==> src/rtl/epcs_read_sequencer_if.sv <==
`default_nettype none
// ---------------------------------------------------------------------------
// Module   : epcs_read_sequencer_if
// Purpose  : Bundles the SPI register-map master port and the read-byte
//            valid/ready stream of the EPCS read sequencer.
// Revision : 1.0 - initial release
// ---------------------------------------------------------------------------
interface epcs_read_sequencer_if;
  logic [2:0]  m_address;
  logic        m_chipselect;
  logic        m_read_n;
  logic        m_write_n;
  logic [15:0] m_writedata;
  logic [15:0] m_readdata;
  logic [7:0]  rd_data;
  logic        rd_valid;
  logic        rd_ready;

  // Sequencer side: drives the SPI bus and sources the byte stream.
  modport master (
    output m_address, m_chipselect, m_read_n, m_write_n, m_writedata,
    input  m_readdata,
    output rd_data, rd_valid,
    input  rd_ready
  );

  // Peripheral/consumer side.
  modport slave (
    input  m_address, m_chipselect, m_read_n, m_write_n, m_writedata,
    output m_readdata,
    input  rd_data, rd_valid,
    output rd_ready
  );
endinterface
`default_nettype wire

==> src/rtl/epcs_read_sequencer.sv <==
`default_nettype none
// ---------------------------------------------------------------------------
// Module   : epcs_read_sequencer
// Purpose  : Drives an SPI master register map to issue an EPCS READ (0x03)
//            command and streams the returned flash bytes out on a
//            valid/ready interface, one byte in flight at a time.
// Revision : 1.0 - initial release
// ---------------------------------------------------------------------------
module epcs_read_sequencer #(
  parameter int LEN_W = 16
) (
  input  logic             clk,
  input  logic             reset_n,
  input  logic             start,
  input  logic [23:0]      flash_addr,
  input  logic [LEN_W-1:0] byte_count,
  output logic             busy,
  output logic             done,
  output logic             error,
  epcs_read_sequencer_if.master bus
);

  typedef enum logic [3:0] {
    IDLE, SEL, SSO_ON, TX_POLL, TX_WR, RX_POLL, RX_RD, OUT, TMT_POLL, SSO_OFF, FIN
  } state_t;

  // Every bus access is phase 0/1 active and phase 2 idle.
  localparam logic [1:0] C_PH_LAST = 2'd2;

  state_t           state_q, state_d;
  logic [1:0]       phase_q, phase_d;
  logic [23:0]      addr_q, addr_d;
  logic [LEN_W-1:0] rem_q, rem_d;
  logic [1:0]       hdr_idx_q, hdr_idx_d;
  logic             in_hdr_q, in_hdr_d;
  logic             err_q, err_d;
  logic             zdone_q, zdone_d;
  logic [3:0]       stat_q, stat_d;     // {E, RRDY, TRDY, TMT} from last read
  logic [7:0]       rd_data_q, rd_data_d;

  logic             w_acc_rd, w_acc_wr, w_last;
  logic [2:0]       w_acc_a;
  logic [15:0]      w_acc_d;
  logic [7:0]       w_tx_byte;
  logic             w_unused_rdata;

  assign w_unused_rdata = ^bus.m_readdata[15:9];
  assign w_last         = (phase_q == C_PH_LAST);

  // Byte to transmit: READ command + 3 address bytes, then dummy zeros.
  always_comb begin
    w_tx_byte = 8'h00;
    if (in_hdr_q) begin
      case (hdr_idx_q)
        2'd0:    w_tx_byte = 8'h03;
        2'd1:    w_tx_byte = addr_q[23:16];
        2'd2:    w_tx_byte = addr_q[15:8];
        default: w_tx_byte = addr_q[7:0];
      endcase
    end
  end

  // State register and datapath registers.
  always_ff @(posedge clk or negedge reset_n) begin
    if (!reset_n) begin
      state_q   <= IDLE;
      phase_q   <= 2'd0;
      addr_q    <= 24'd0;
      rem_q     <= '0;
      hdr_idx_q <= 2'd0;
      in_hdr_q  <= 1'b0;
      err_q     <= 1'b0;
      zdone_q   <= 1'b0;
      stat_q    <= 4'd0;
      rd_data_q <= 8'd0;
    end else begin
      state_q   <= state_d;
      phase_q   <= phase_d;
      addr_q    <= addr_d;
      rem_q     <= rem_d;
      hdr_idx_q <= hdr_idx_d;
      in_hdr_q  <= in_hdr_d;
      err_q     <= err_d;
      zdone_q   <= zdone_d;
      stat_q    <= stat_d;
      rd_data_q <= rd_data_d;
    end
  end

  // Next-state logic, bus access sequencing and outputs.
  always_comb begin
    state_d   = state_q;
    addr_d    = addr_q;
    rem_d     = rem_q;
    hdr_idx_d = hdr_idx_q;
    in_hdr_d  = in_hdr_q;
    err_d     = err_q;
    zdone_d   = 1'b0;
    stat_d    = stat_q;
    rd_data_d = rd_data_q;
    w_acc_rd  = 1'b0;
    w_acc_wr  = 1'b0;
    w_acc_a   = 3'd0;
    w_acc_d   = 16'h0000;
    bus.rd_valid = 1'b0;

    case (state_q)
      IDLE: begin
        if (start) begin
          err_d = 1'b0;
          if (byte_count != '0) begin
            addr_d    = flash_addr;
            rem_d     = byte_count;
            hdr_idx_d = 2'd0;
            in_hdr_d  = 1'b1;
            state_d   = SEL;
          end else begin
            zdone_d = 1'b1;
          end
        end
      end
      SEL: begin
        w_acc_wr = 1'b1; w_acc_a = 3'd5; w_acc_d = 16'h0001;
        if (w_last) state_d = SSO_ON;
      end
      SSO_ON: begin
        w_acc_wr = 1'b1; w_acc_a = 3'd3; w_acc_d = 16'h0400;
        if (w_last) state_d = TX_POLL;
      end
      TX_POLL: begin
        w_acc_rd = 1'b1; w_acc_a = 3'd2;
        if (w_last) begin
          if (stat_q[3]) begin
            err_d   = 1'b1;
            state_d = SSO_OFF;
          end else if (stat_q[1]) begin
            state_d = TX_WR;
          end
        end
      end
      TX_WR: begin
        w_acc_wr = 1'b1; w_acc_a = 3'd1; w_acc_d = {8'h00, w_tx_byte};
        if (w_last) state_d = RX_POLL;
      end
      RX_POLL: begin
        w_acc_rd = 1'b1; w_acc_a = 3'd2;
        if (w_last) begin
          if (stat_q[3]) begin
            err_d   = 1'b1;
            state_d = SSO_OFF;
          end else if (stat_q[2]) begin
            state_d = RX_RD;
          end
        end
      end
      RX_RD: begin
        w_acc_rd = 1'b1; w_acc_a = 3'd0;
        if (phase_q == 2'd1) rd_data_d = bus.m_readdata[7:0];
        if (w_last) begin
          if (in_hdr_q) begin
            // Header echo bytes are dropped; the 4th one opens the data phase.
            if (hdr_idx_q == 2'd3) in_hdr_d = 1'b0;
            else hdr_idx_d = hdr_idx_q + 2'd1;
            state_d = TX_POLL;
          end else begin
            state_d = OUT;
          end
        end
      end
      OUT: begin
        bus.rd_valid = 1'b1;
        if (bus.rd_ready) begin
          if (rem_q != '0) rem_d = rem_q - LEN_W'(1);
          state_d = (rem_q <= LEN_W'(1)) ? TMT_POLL : TX_POLL;
        end
      end
      TMT_POLL: begin
        w_acc_rd = 1'b1; w_acc_a = 3'd2;
        if (w_last) begin
          if (stat_q[3]) begin
            err_d   = 1'b1;
            state_d = SSO_OFF;
          end else if (stat_q[0]) begin
            state_d = SSO_OFF;
          end
        end
      end
      SSO_OFF: begin
        w_acc_wr = 1'b1; w_acc_a = 3'd3; w_acc_d = 16'h0000;
        if (w_last) state_d = FIN;
      end
      FIN:     state_d = IDLE;
      default: state_d = IDLE;
    endcase

    // Two active cycles then one idle; readdata captured on the 2nd cycle.
    bus.m_chipselect = 1'b0;
    bus.m_read_n     = 1'b1;
    bus.m_write_n    = 1'b1;
    bus.m_address    = 3'd0;
    bus.m_writedata  = 16'h0000;
    if ((w_acc_rd || w_acc_wr) && !w_last) begin
      bus.m_chipselect = 1'b1;
      bus.m_read_n     = ~w_acc_rd;
      bus.m_write_n    = ~w_acc_wr;
      bus.m_address    = w_acc_a;
      bus.m_writedata  = w_acc_d;
    end
    if (w_acc_rd && phase_q == 2'd1) stat_d = bus.m_readdata[8:5];
    if (w_acc_rd || w_acc_wr) phase_d = w_last ? 2'd0 : phase_q + 2'd1;
    else phase_d = 2'd0;

    bus.rd_data = rd_data_q;
    busy  = (state_q != IDLE) && (state_q != FIN);
    done  = (state_q == FIN) || zdone_q;
    error = err_q;
  end

endmodule
`default_nettype wire

==> src/flat_wrapper.sv <==
// flat-port wrapper written by rule: the top's interface ports become plain ports
module epcs_read_sequencer_flat 
#(
  parameter int LEN_W = 16
)
  (clk, reset_n, start, flash_addr, byte_count, busy, done, error, bus_m_address, bus_m_chipselect, bus_m_read_n, bus_m_write_n, bus_m_writedata, bus_m_readdata, bus_rd_data, bus_rd_valid, bus_rd_ready);
  epcs_read_sequencer_if bus_i ();
  input  logic clk;
  input  logic reset_n;
  input  logic start;
  input  logic [23:0] flash_addr;
  input  logic [LEN_W-1:0] byte_count;
  output logic busy;
  output logic done;
  output logic error;
  output wire logic [$bits(bus_i.m_address)-1:0] bus_m_address;
  output wire logic [$bits(bus_i.m_chipselect)-1:0] bus_m_chipselect;
  output wire logic [$bits(bus_i.m_read_n)-1:0] bus_m_read_n;
  output wire logic [$bits(bus_i.m_write_n)-1:0] bus_m_write_n;
  output wire logic [$bits(bus_i.m_writedata)-1:0] bus_m_writedata;
  input wire logic [$bits(bus_i.m_readdata)-1:0] bus_m_readdata;
  output wire logic [$bits(bus_i.rd_data)-1:0] bus_rd_data;
  output wire logic [$bits(bus_i.rd_valid)-1:0] bus_rd_valid;
  input wire logic [$bits(bus_i.rd_ready)-1:0] bus_rd_ready;
  assign bus_m_address = bus_i.m_address;
  assign bus_m_chipselect = bus_i.m_chipselect;
  assign bus_m_read_n = bus_i.m_read_n;
  assign bus_m_write_n = bus_i.m_write_n;
  assign bus_m_writedata = bus_i.m_writedata;
  assign bus_i.m_readdata = bus_m_readdata;
  assign bus_rd_data = bus_i.rd_data;
  assign bus_rd_valid = bus_i.rd_valid;
  assign bus_i.rd_ready = bus_rd_ready;
  epcs_read_sequencer #(.LEN_W(LEN_W)) u_core (.clk(clk), .reset_n(reset_n), .start(start), .flash_addr(flash_addr), .byte_count(byte_count), .busy(busy), .done(done), .error(error), .bus(bus_i));
endmodule
==> config.mk <==
export PLATFORM = sky130hd
export DESIGN_NAME = epcs_read_sequencer_flat
export DESIGN_NICKNAME = d
export VERILOG_FILES = /design/src/rtl/epcs_read_sequencer_if.sv /design/src/rtl/epcs_read_sequencer.sv /design/src/flat_wrapper.sv
export SDC_FILE = /design/constraint.sdc
export NUM_CORES = 1
export LEC_CHECK = 0
export BUFFER_PORTS_ARGS = -buffer_cell sky130_fd_sc_hd__buf_2
export CAP_MARGIN = 20
export CORE_ASPECT_RATIO = 1.1
export CORE_MARGIN = 2
export CORE_UTILIZATION = 58
export CTS_CLUSTER_SIZE = 30
export DETAILED_ROUTE_END_ITERATION = 8
export GPL_ROUTABILITY_DRIVEN = 0
export GPL_TIMING_DRIVEN = 0
export HOLD_SLACK_MARGIN = 0.1
export PLACE_DENSITY_LB_ADDON = 0.2
export RECOVER_POWER = 100
export SYNTH_ARGS = -nofsm -noshare
export SYNTH_HDL_FRONTEND = slang
export SYNTH_SLANG_ARGS = --single-unit
==> constraint.sdc <==
create_clock -name clk -period 3.5 [get_ports clk]
set_input_delay 0.35 -clock clk [delete_from_list [all_inputs] [get_ports clk]]
set_output_delay 0.35 -clock clk [all_outputs]
set_load 0.05 [all_outputs]
# == Word level (Yosys, flattened, before mapping) ==
# Index checks and enable logic that the tools add are counted.
# word_totals
latchBits,0
out_inout_bits,34
memories,0
rom_bits,0
register_bits,63
ramBits,0
in_bits,60
# classes
muxes,58
eq_ne,35
n_addsub,3
n_div,0
shifts,0
n_reduce_logical,25
n_lt_le_gt_ge,1
n_bitwise,2
n_mul,0
# ops
op,count
$mux W4,18
$mux W16,4
$pmux W4 S10,1
$pmux W11 S3,1
$pmux W16 S2,1
$reduce_bool A16 Y1,2
$ne A2 B1 Y1 const B,13
$pmux W8 S3,1
$mux W1,17
$eq A4 B3 Y1 const B,4
$le A16 B1 Y1 const B,1
$sub A16 B1 Y16 const B,1
$mux W2,7
$reduce_and A14 Y1,1
$eq A4 B4 Y1 const B,3
$pmux W3 S4,1
$mux W11,1
$ne A3 B1 Y1 const B,3
$eq A4 B2 Y1 const B,2
$mux W8,1
$reduce_and A4 Y1,2
$reduce_or A4 Y1,2
$eq A2 B2 Y1 const B,3
$mux W3,2
21 further kinds,32

# == Depth between registers and ports, before layout ==
# Gate-level depths: netlist of run 1.
# logic_depth
word_depth,6
mapped_depth,8
depth_no_buf,6

# == Worst setup path before layout of run 1 ==
# No wires, ideal clock.
# synth_timing
path_kind,register -> output
start,reg u_core.state_q[1]
end,out bus_m_writedata[0]
n_path_buf,2
arrival_ns,3.005
required_time_ns,3.150
path_stages_with_launch,6
setup_slack_ns,0.145
cell_sequence,dfrtp_1 -> buf_2 -> buf_2 -> nand2b_1 -> nor4_1 -> o21bai_1
# synth_via
elab_chain_cells,6
# synth_rtl
element,line_no,source
"start, declared",epcs_read_sequencer.sv:30,"state_t state_q, state_d;"
"start signal, assigned",epcs_read_sequencer.sv:77,state_q <= state_d;
"$eq A4 B2 Y1, or another cell as far along",epcs_read_sequencer.sv:107,case (state_q)
$reduce_or A4 Y1 (no source line),-,
$mux W1,epcs_read_sequencer.sv:107,
$logic_or A1 B1 Y1,epcs_read_sequencer.sv:202,if ((w_acc_rd || w_acc_wr) && !w_last) begin
$logic_and A1 B1 Y1,epcs_read_sequencer.sv:202,
$mux W11 *,epcs_read_sequencer.sv:202,
"end, declared",flat_wrapper.sv:20,output wire logic [$bits(bus_i.m_writedata)-1:0] bus_m_writedata;
# Mark *: on every way between the ends. The rest lies on a longest branch, timed or not.

# == Worst setup path after layout of run 1 ==
# layout_timing
start,reg u_core.state_q[1]
end,out bus_m_address[0]
# layout_via
elab_chain_cells,6
# layout_rtl
element,line_no,source
"$eq A4 B2 Y1, or another cell as far along",epcs_read_sequencer.sv:107,
$reduce_or A4 Y1 (no source line),-,
$mux W1,epcs_read_sequencer.sv:107,
$logic_or A1 B1 Y1,epcs_read_sequencer.sv:202,
$logic_and A1 B1 Y1,epcs_read_sequencer.sv:202,
$mux W3 *,epcs_read_sequencer.sv:202,
"end, declared",flat_wrapper.sv:16,output wire logic [$bits(bus_i.m_address)-1:0] bus_m_address;
# Marks and branches as above.

==> flow_summary.ini, run 1 <==
[logic_synthesis]
yosys_warnings = 0
avgSynthCellArea_sq_um = 9.76
synth_top_area_share_pct = 41.6
seq_area_frac_synth_pct = 41.6
synth_edf_count = 0
synth_top_cells_by_count = 63 x dfrtp_1, 41 x nor2_1, 38 x mux2_2
synth_cell_types = 58
synth_area_sq_mm = 0.00379
yosysTopAreaCell = dfrtp_1
synth_seq_cells = 63
yosys-top-cells-area = dfrtp_1 42%, mux2_2 11%, nor2_1 4.1%, a21oi_1 3.7%, a22oi_1 2.6%
synth.most_common_cell = dfrtp_1
async_flop_share_pct = 100
postSynthCellCount = 388
ys.flop_type = dfrtp_1

[detailed_routing]
wl_per_cell_um = 17.0
drc = 0
num_vias = 3492
first_iter_violations = 257
detail-route-antenna-nets = 0
dr.pass1.iters = 5
wirelength_mm = 9.70
via_per_inst = 6.14

[clocking]
htree_levels = 3
ctsHoldBuffers = 0
ctsResizeCount = 0
clk_pin_slew_worst_paths_ns = 0.08
cts_buffers = 9
cts.path.max_buffers = 2
clock-sinks = 63
postCtsSetupRepairBufs = 0
cts_tree = built
clock_latency_ns = 0.35
cts_root_buffer = clkbuf_8

[floorplan]
die_area_sq_mm = 0.00719
start_util_pct = 60.8
die_h_um = 88.8
io_pins = 94
die_width_um = 81.0
fp.coreArea_sq_mm = 0.00623
rows = 30

[sta]
max_freq_mhz = 342
slew-limit-headroom_pct = -4.87
final_hold_viol_count = 0
drv_slew = 64
setup_tns_ns = 0
tightest_slew_ns = 1.57
worst_clock_skew_ns = 0.0133
setup_viol = 0
rsz0062_at_grt = false
min_period_ns = 2.92
fin_ws_ns = 0.576
finalCritPeriodShare_pct = 83.5

[global_routing]
grt_pass1_vias = 3360
grt.met2_usage_pct = 46.0
grtUsageMet3_pct = 5.71
top_usage_layer = met2
antenna_found_initial = 0
grt_pass1_wl_mm = 15.7
overflow = 0
grt_max_degree = 64
grt.met1_usage_pct = 36.8
grt_util_all_layers_pct = 28.3

[critical_path]
cp_common_cell = clkbuf_1
critPathBufInv = 4
crit_path_max_fanout = 10
crit_chain = buf_2 > clkbuf_1 > xnor2_1 > o32a_1 > or2_2 > inv_1 > clkbuf_1
timing.rr.start = u_core.state_q[1]$_DFFE_PN0P_
slowest_delay_ns = 0.46
setup.worst_path.start_class = register
worstSetupStartpoint = u_core.state_q[1]$_DFFE_PN0P_
critPathKind = register to primary output
worst-r2r-setup-slack_ns = 0.67
slowest_stage = clkbuf_1
crit_required_ns = 3.15
critical_path_arrival_ns = 2.57
worstSetupEndpointType = primary output
cpLargestDelayFamily = buffers and inverters

[place]
io_buffer_count = 79
pre_cts_ws_ns = 1.22
dp.final_hpwl_mm = 6.91

[finish]
drive_above_1_share_pct = 26.4
layout.nets = 551
fillers = 533
syn2layout_area_growth_pct = 17.4
num_antenna_cells = 0

[hold_path]
hold_start = flash_addr[1]
holdCritPathClass = primary input to register

[power]
p_seq_share_pct = 32.3
ir_drop_mv = 0.608
p_sw_w = 0.00200
combPwrFrac_pct = 50.8
p_int_w = 0.00226
switching_share_pct = 46.9
power_frac_clock_pct = 16.9
leakage_nw = 1.94
powerDensity_mw_per_mm2 = 957

[outcome]
violations = max-capacitance violations, max-slew violations
status = finished, violations left

[run]
maxCapViolCount = 1
==> final cells by class <==
cell class                      count  area, sq um  area share [%]
Multi-Input combinational cell    283         1940            43.6
Clock buffer                        9          124            2.79
Sequential cell                    63         1580            35.5
Clock inverter                      7          105            2.36
Tap cell                           80          100            2.25
Timing Repair Buffer               79          363            8.16
Inverter                           14         52.6            1.18
Buffer                             34          186            4.19
==> state kept, by name, indices dropped and copies added, names as in the netlist <==
name / count
u_core.state_q: 4
u_core.bus.rd_data: 8
u_core.stat_q: 4
u_core.phase_q: 2
u_core.in_hdr_q: 1
u_core.zdone_q: 1
u_core.hdr_idx_q: 2
u_core.error: 1
u_core.addr_q: 24
u_core.rem_q: 16
==> power by group through the flow <==
| stage | Combinational, W | Clock [W] | Sequential (W) |
|---|---|---|---|
| 6_report | 0.00216 | 0.000719 | 0.00137 |
| 5_1_grt | 0.00234 | 0.000766 | 0.00142 |
| 4_1_cts | 0.00224 | 0.000734 | 0.00137 |
| 3_5_place_dp | 0.00223 | 0 | 0.00137 |
| 3_3_place_gp | 0.00217 | 0 | 0.00135 |
| 2_1_floorplan | 0.00157 | 0 | 0.00149 |
==> path summary, 6_finish.rpt <==
path,end,cells after the start
worst max-delay path,bus_m_address[0],7
max in group asynchronous,u_core.in_hdr_q$_DFFE_PN0P_,1
min in group asynchronous,u_core.state_q[1]$_DFFE_PN0P_,1
worst min-delay path,u_core.addr_q[1]$_DFFE_PN0P_,2
worst max register to register,u_core.rem_q[1]$_DFFE_PN0P_,6
worst min register to register,u_core.phase_q[0]$_DFF_PN0_,1
==> per-stage QoR <==
step / area, sq um / instances / total power, W / util (%) / hold slack, ns
2_1_floorplan: 3810 / 394 / 0.00306 / - / 0.0544
6_report: 4450 / 569 / 0.00426 / 71.3 / 0.231
4_1_cts: 4540 / 569 / 0.00434 / 72.8 / 0.127
3_3_place_gp: 4310 / 553 / 0.00353 / 69.1 / 0.457
5_1_grt: 4450 / 569 / 0.00453 / 71.3 / 0.228
3_5_place_dp: 4310 / 553 / 0.00360 / 69.1 / 0.477
==> cells by family (layout without fill, tap and decap cells) <==
logic type | count (synthesis) | in the layout | share of synthesized area, %
multiplexers | 41 | 41 | 12.2
other | 1 | 7 | 0.0990
AND/OR/NAND/NOR | 126 | 126 | 18.7
AO/OA/AOI/OAI | 99 | 99 | 17.7
adder cells (fa/ha/maj) | 7 | 7 | 2.31
flip-flops | 63 | 63 | 41.6
buffers and inverters | 48 | 143 | 6.67
XOR/XNOR | 3 | 3 | 0.694
==> metal layers <==
layer  wire, um  share of wire [%]  up-vias
met5          0                  0        -
met4        287                3.0        0
li1           -                  -     1620
met2       4750                 49      201
met1       3880                 40     1633
met3        778                8.0       38
==> cell usage in the layout (no fill, tap or decap), types with 4 or more instances in the layout <==
| cell type | instances |
|---|---|
| nand3b_1 | 7 |
| or3_1 | 4 |
| nand3_1 | 10 |
| inv_1 | 14 |
| buf_2 | 57 |
| ha_1 | 7 |
| nand2b_1 | 9 |
| nor2_1 | 41 |
| a21oi_1 | 28 |
| nand4_1 | 5 |
| nor2b_1 | 4 |
| conb_1 | 7 |
| dfrtp_1 | 63 |
| clkbuf_1 | 44 |
| nand2_1 | 10 |
| o41ai_1 | 8 |
| o22ai_1 | 6 |
| a31oi_1 | 5 |
| a22oi_1 | 13 |
| mux2_2 | 38 |
| nor3_1 | 9 |
| buf_4 | 8 |
| clkbuf_8 | 9 |
| nor4_1 | 11 |
| o21ai_0 | 16 |
No activity file was read; power rests on OpenSTA's default activity.
==> run 2, diff against run 1 <==
--- a/config.mk
+++ b/config.mk
@@ -9,7 +9,7 @@
 export CAP_MARGIN = 20
 export CORE_ASPECT_RATIO = 1.1
 export CORE_MARGIN = 2
-export CORE_UTILIZATION = 58
+export CORE_UTILIZATION = 54
 export CTS_CLUSTER_SIZE = 30
 export DETAILED_ROUTE_END_ITERATION = 8
 export GPL_ROUTABILITY_DRIVEN = 0
==> constraint.sdc (replaced) <==
create_clock -name clk -period 2.8 [get_ports clk]
set_input_delay 0.28 -clock clk [delete_from_list [all_inputs] [get_ports clk]]
set_output_delay 0.28 -clock clk [all_outputs]
set_load 0.05 [all_outputs]
==> run 2 against run 1 <==
Net effect: the flow still finishes with violations (max-capacitance violations, max-slew violations); via count shrank 2.3%; combinational power grew 25%; core utilization shrank 6.5 points; global-route usage shrank 3.3 points; first-iteration DRC count shrank 25%; count of clock-buffer cells in the layout grew 2; highest routed layer unchanged; sequential power grew 26%; hold slack lost 0.067 ns; clock power grew 11%; largest power group unchanged.
==> flow_summary.ini, run 2 (synthesis results as in run 1) <==
[outcome]
status = finished, violations left
violations = max-capacitance violations, max-slew violations

[floorplan]
die_area_sq_mm = 0.00770
rows = 32
fp.coreArea_sq_mm = 0.00689
die_width_um = 83.9
die_h_um = 91.8
start_util_pct = 55.0
io_pins = 94

[finish]
layout.nets = 552
num_antenna_cells = 0
most-common-layout-cells = 63 x dfrtp_1, 56 x buf_2, 41 x nor2_1
final_cell_area_sq_mm = 0.00446
drive_above_1_share_pct = 28.6
final_cells = 575
final_common_cell = dfrtp_1
syn2layout_area_growth_pct = 17.9
final_util_pct = 64.8
largest-register = u_core.addr_q
largest_reg_flops = 24

[power]
powerDensity_mw_per_mm2 = 1170
leakage_nw = 1.97
ir_drop_mv = 0.747

[clocking]
cts.path.max_buffers = 2
clock-sinks = 63
cts_tree = built
cts_buffers = 9
cts_root_buffer = clkbuf_8
clock_latency_ns = 0.34
clk_pin_slew_worst_paths_ns = 0.08
postCtsSetupRepairBufs = 0
htree_levels = 3

[sta]
final_hold_viol_count = 0
setup_viol = 0
finalCritPeriodShare_pct = 90.3
worst_clock_skew_ns = 0.00952
setup_tns_ns = 0
max_freq_mhz = 395
min_period_ns = 2.53
tightest_slew_ns = 1.59
rsz0062_at_grt = false
slew-limit-headroom_pct = -5.70
drv_slew = 64
hold_ws_ns = 0.164

[global_routing]
grt_pass1_wl_mm = 15.4
antenna_found_initial = 0
grt_util_all_layers_pct = 25.0
grt_max_degree = 64
overflow = 0
grt_pass1_vias = 3233

[detailed_routing]
dr.pass1.iters = 5
first_iter_violations = 193
drc = 0
wl_per_cell_um = 16.6
num_vias = 3413
detail-route-antenna-nets = 0
via_per_inst = 5.94
wirelength_mm = 9.53

[critical_path]
worstSetupEndpointType = primary output
crit_path_max_fanout = 10
critPathKind = register to primary output
critical_path_arrival_ns = 2.25
setup.worst_path.start_class = register
crit_required_ns = 2.52

[place]
dp_cells = 558
io_buffer_count = 79
dp.final_hpwl_mm = 6.88
dpl_cell_area_sq_mm = 0.00432

[hold_path]
holdCritPathClass = primary input to register

[run]
maxCapViolCount = 1
run 2: area by class of cell:
cell class | count | area (sq um)
buffer | 34 | 188
sequential | 63 | 1580
multi-input combinational | 283 | 1960
clock inverter | 5 | 56.3
inverter | 14 | 52.6
fill | 617 | 2420
timing repair buffer | 80 | 385
clock buffer | 11 | 141
tap | 85 | 106
run 2: repair_timing:
action / 4_1_cts / 5_1_grt
endpoints found under the hold margin: 63 / 0
gates resized for setup: 0 / 2
endpoints found under the setup margin: 0 / 1
hold buffers: 1 / 0
run 2: routing by layer:
metal	vias to the layer above	global-route usage (%)	routed length (um)
li1	1615	-	-
met2	152	39.8	4590
met3	23	5.67	675
met5	-	0	0
met4	0	8.74	171
met1	1623	33.6	4100
run 2: worst max-delay path: stages, from the launching register on:
cell      delay, ns
dfrtp_1        0.46
buf_6          0.16
clkbuf_1       0.36
nand3b_1       0.14
a21oi_1        0.16
a21oi_1        0.06
nor2_1         0.11
clkbuf_1       0.47
run 2: worst paths after layout:
check,slack (ns),cells past startpoint,start,to
min in group asynchronous,0.86,2,reset_n,u_core.state_q[0]$_DFFE_PN0P_
max in group asynchronous,0.98,2,reset_n,u_core.addr_q[23]$_DFFE_PN0P_
max reg2reg,0.28,7,u_core.state_q[0]$_DFFE_PN0P_,u_core.rem_q[5]$_DFFE_PN0P_
min,0.16,2,flash_addr[9],u_core.addr_q[9]$_DFFE_PN0P_
min reg2reg,0.47,1,u_core.phase_q[0]$_DFF_PN0_,u_core.phase_q[0]$_DFF_PN0_
max,0.27,7,u_core.state_q[2]$_DFFE_PN0P_,bus_m_address[1]
run 2: stage by stage:
| stage | setup slack (ns) | total power, W |
|---|---|---|
| floorplan | 0.164 | 0.00384 |
| detailed placement | 0.548 | 0.00451 |
| global route | 0.105 | 0.00556 |
| finish | 0.271 | 0.00523 |
| global placement | 0.535 | 0.00442 |
| CTS | 0.165 | 0.00531 |
run 2: report_power, final:
part | leakage, nW | switching (W) | internal, W
Combinational | 1.12 | 0.00172 | 0.000988
Sequential | 0.756 | 0.000368 | 0.00135
Clock | 0.0997 | 0.000365 | 0.000436
Total | 1.97 | 0.00246 | 0.00277
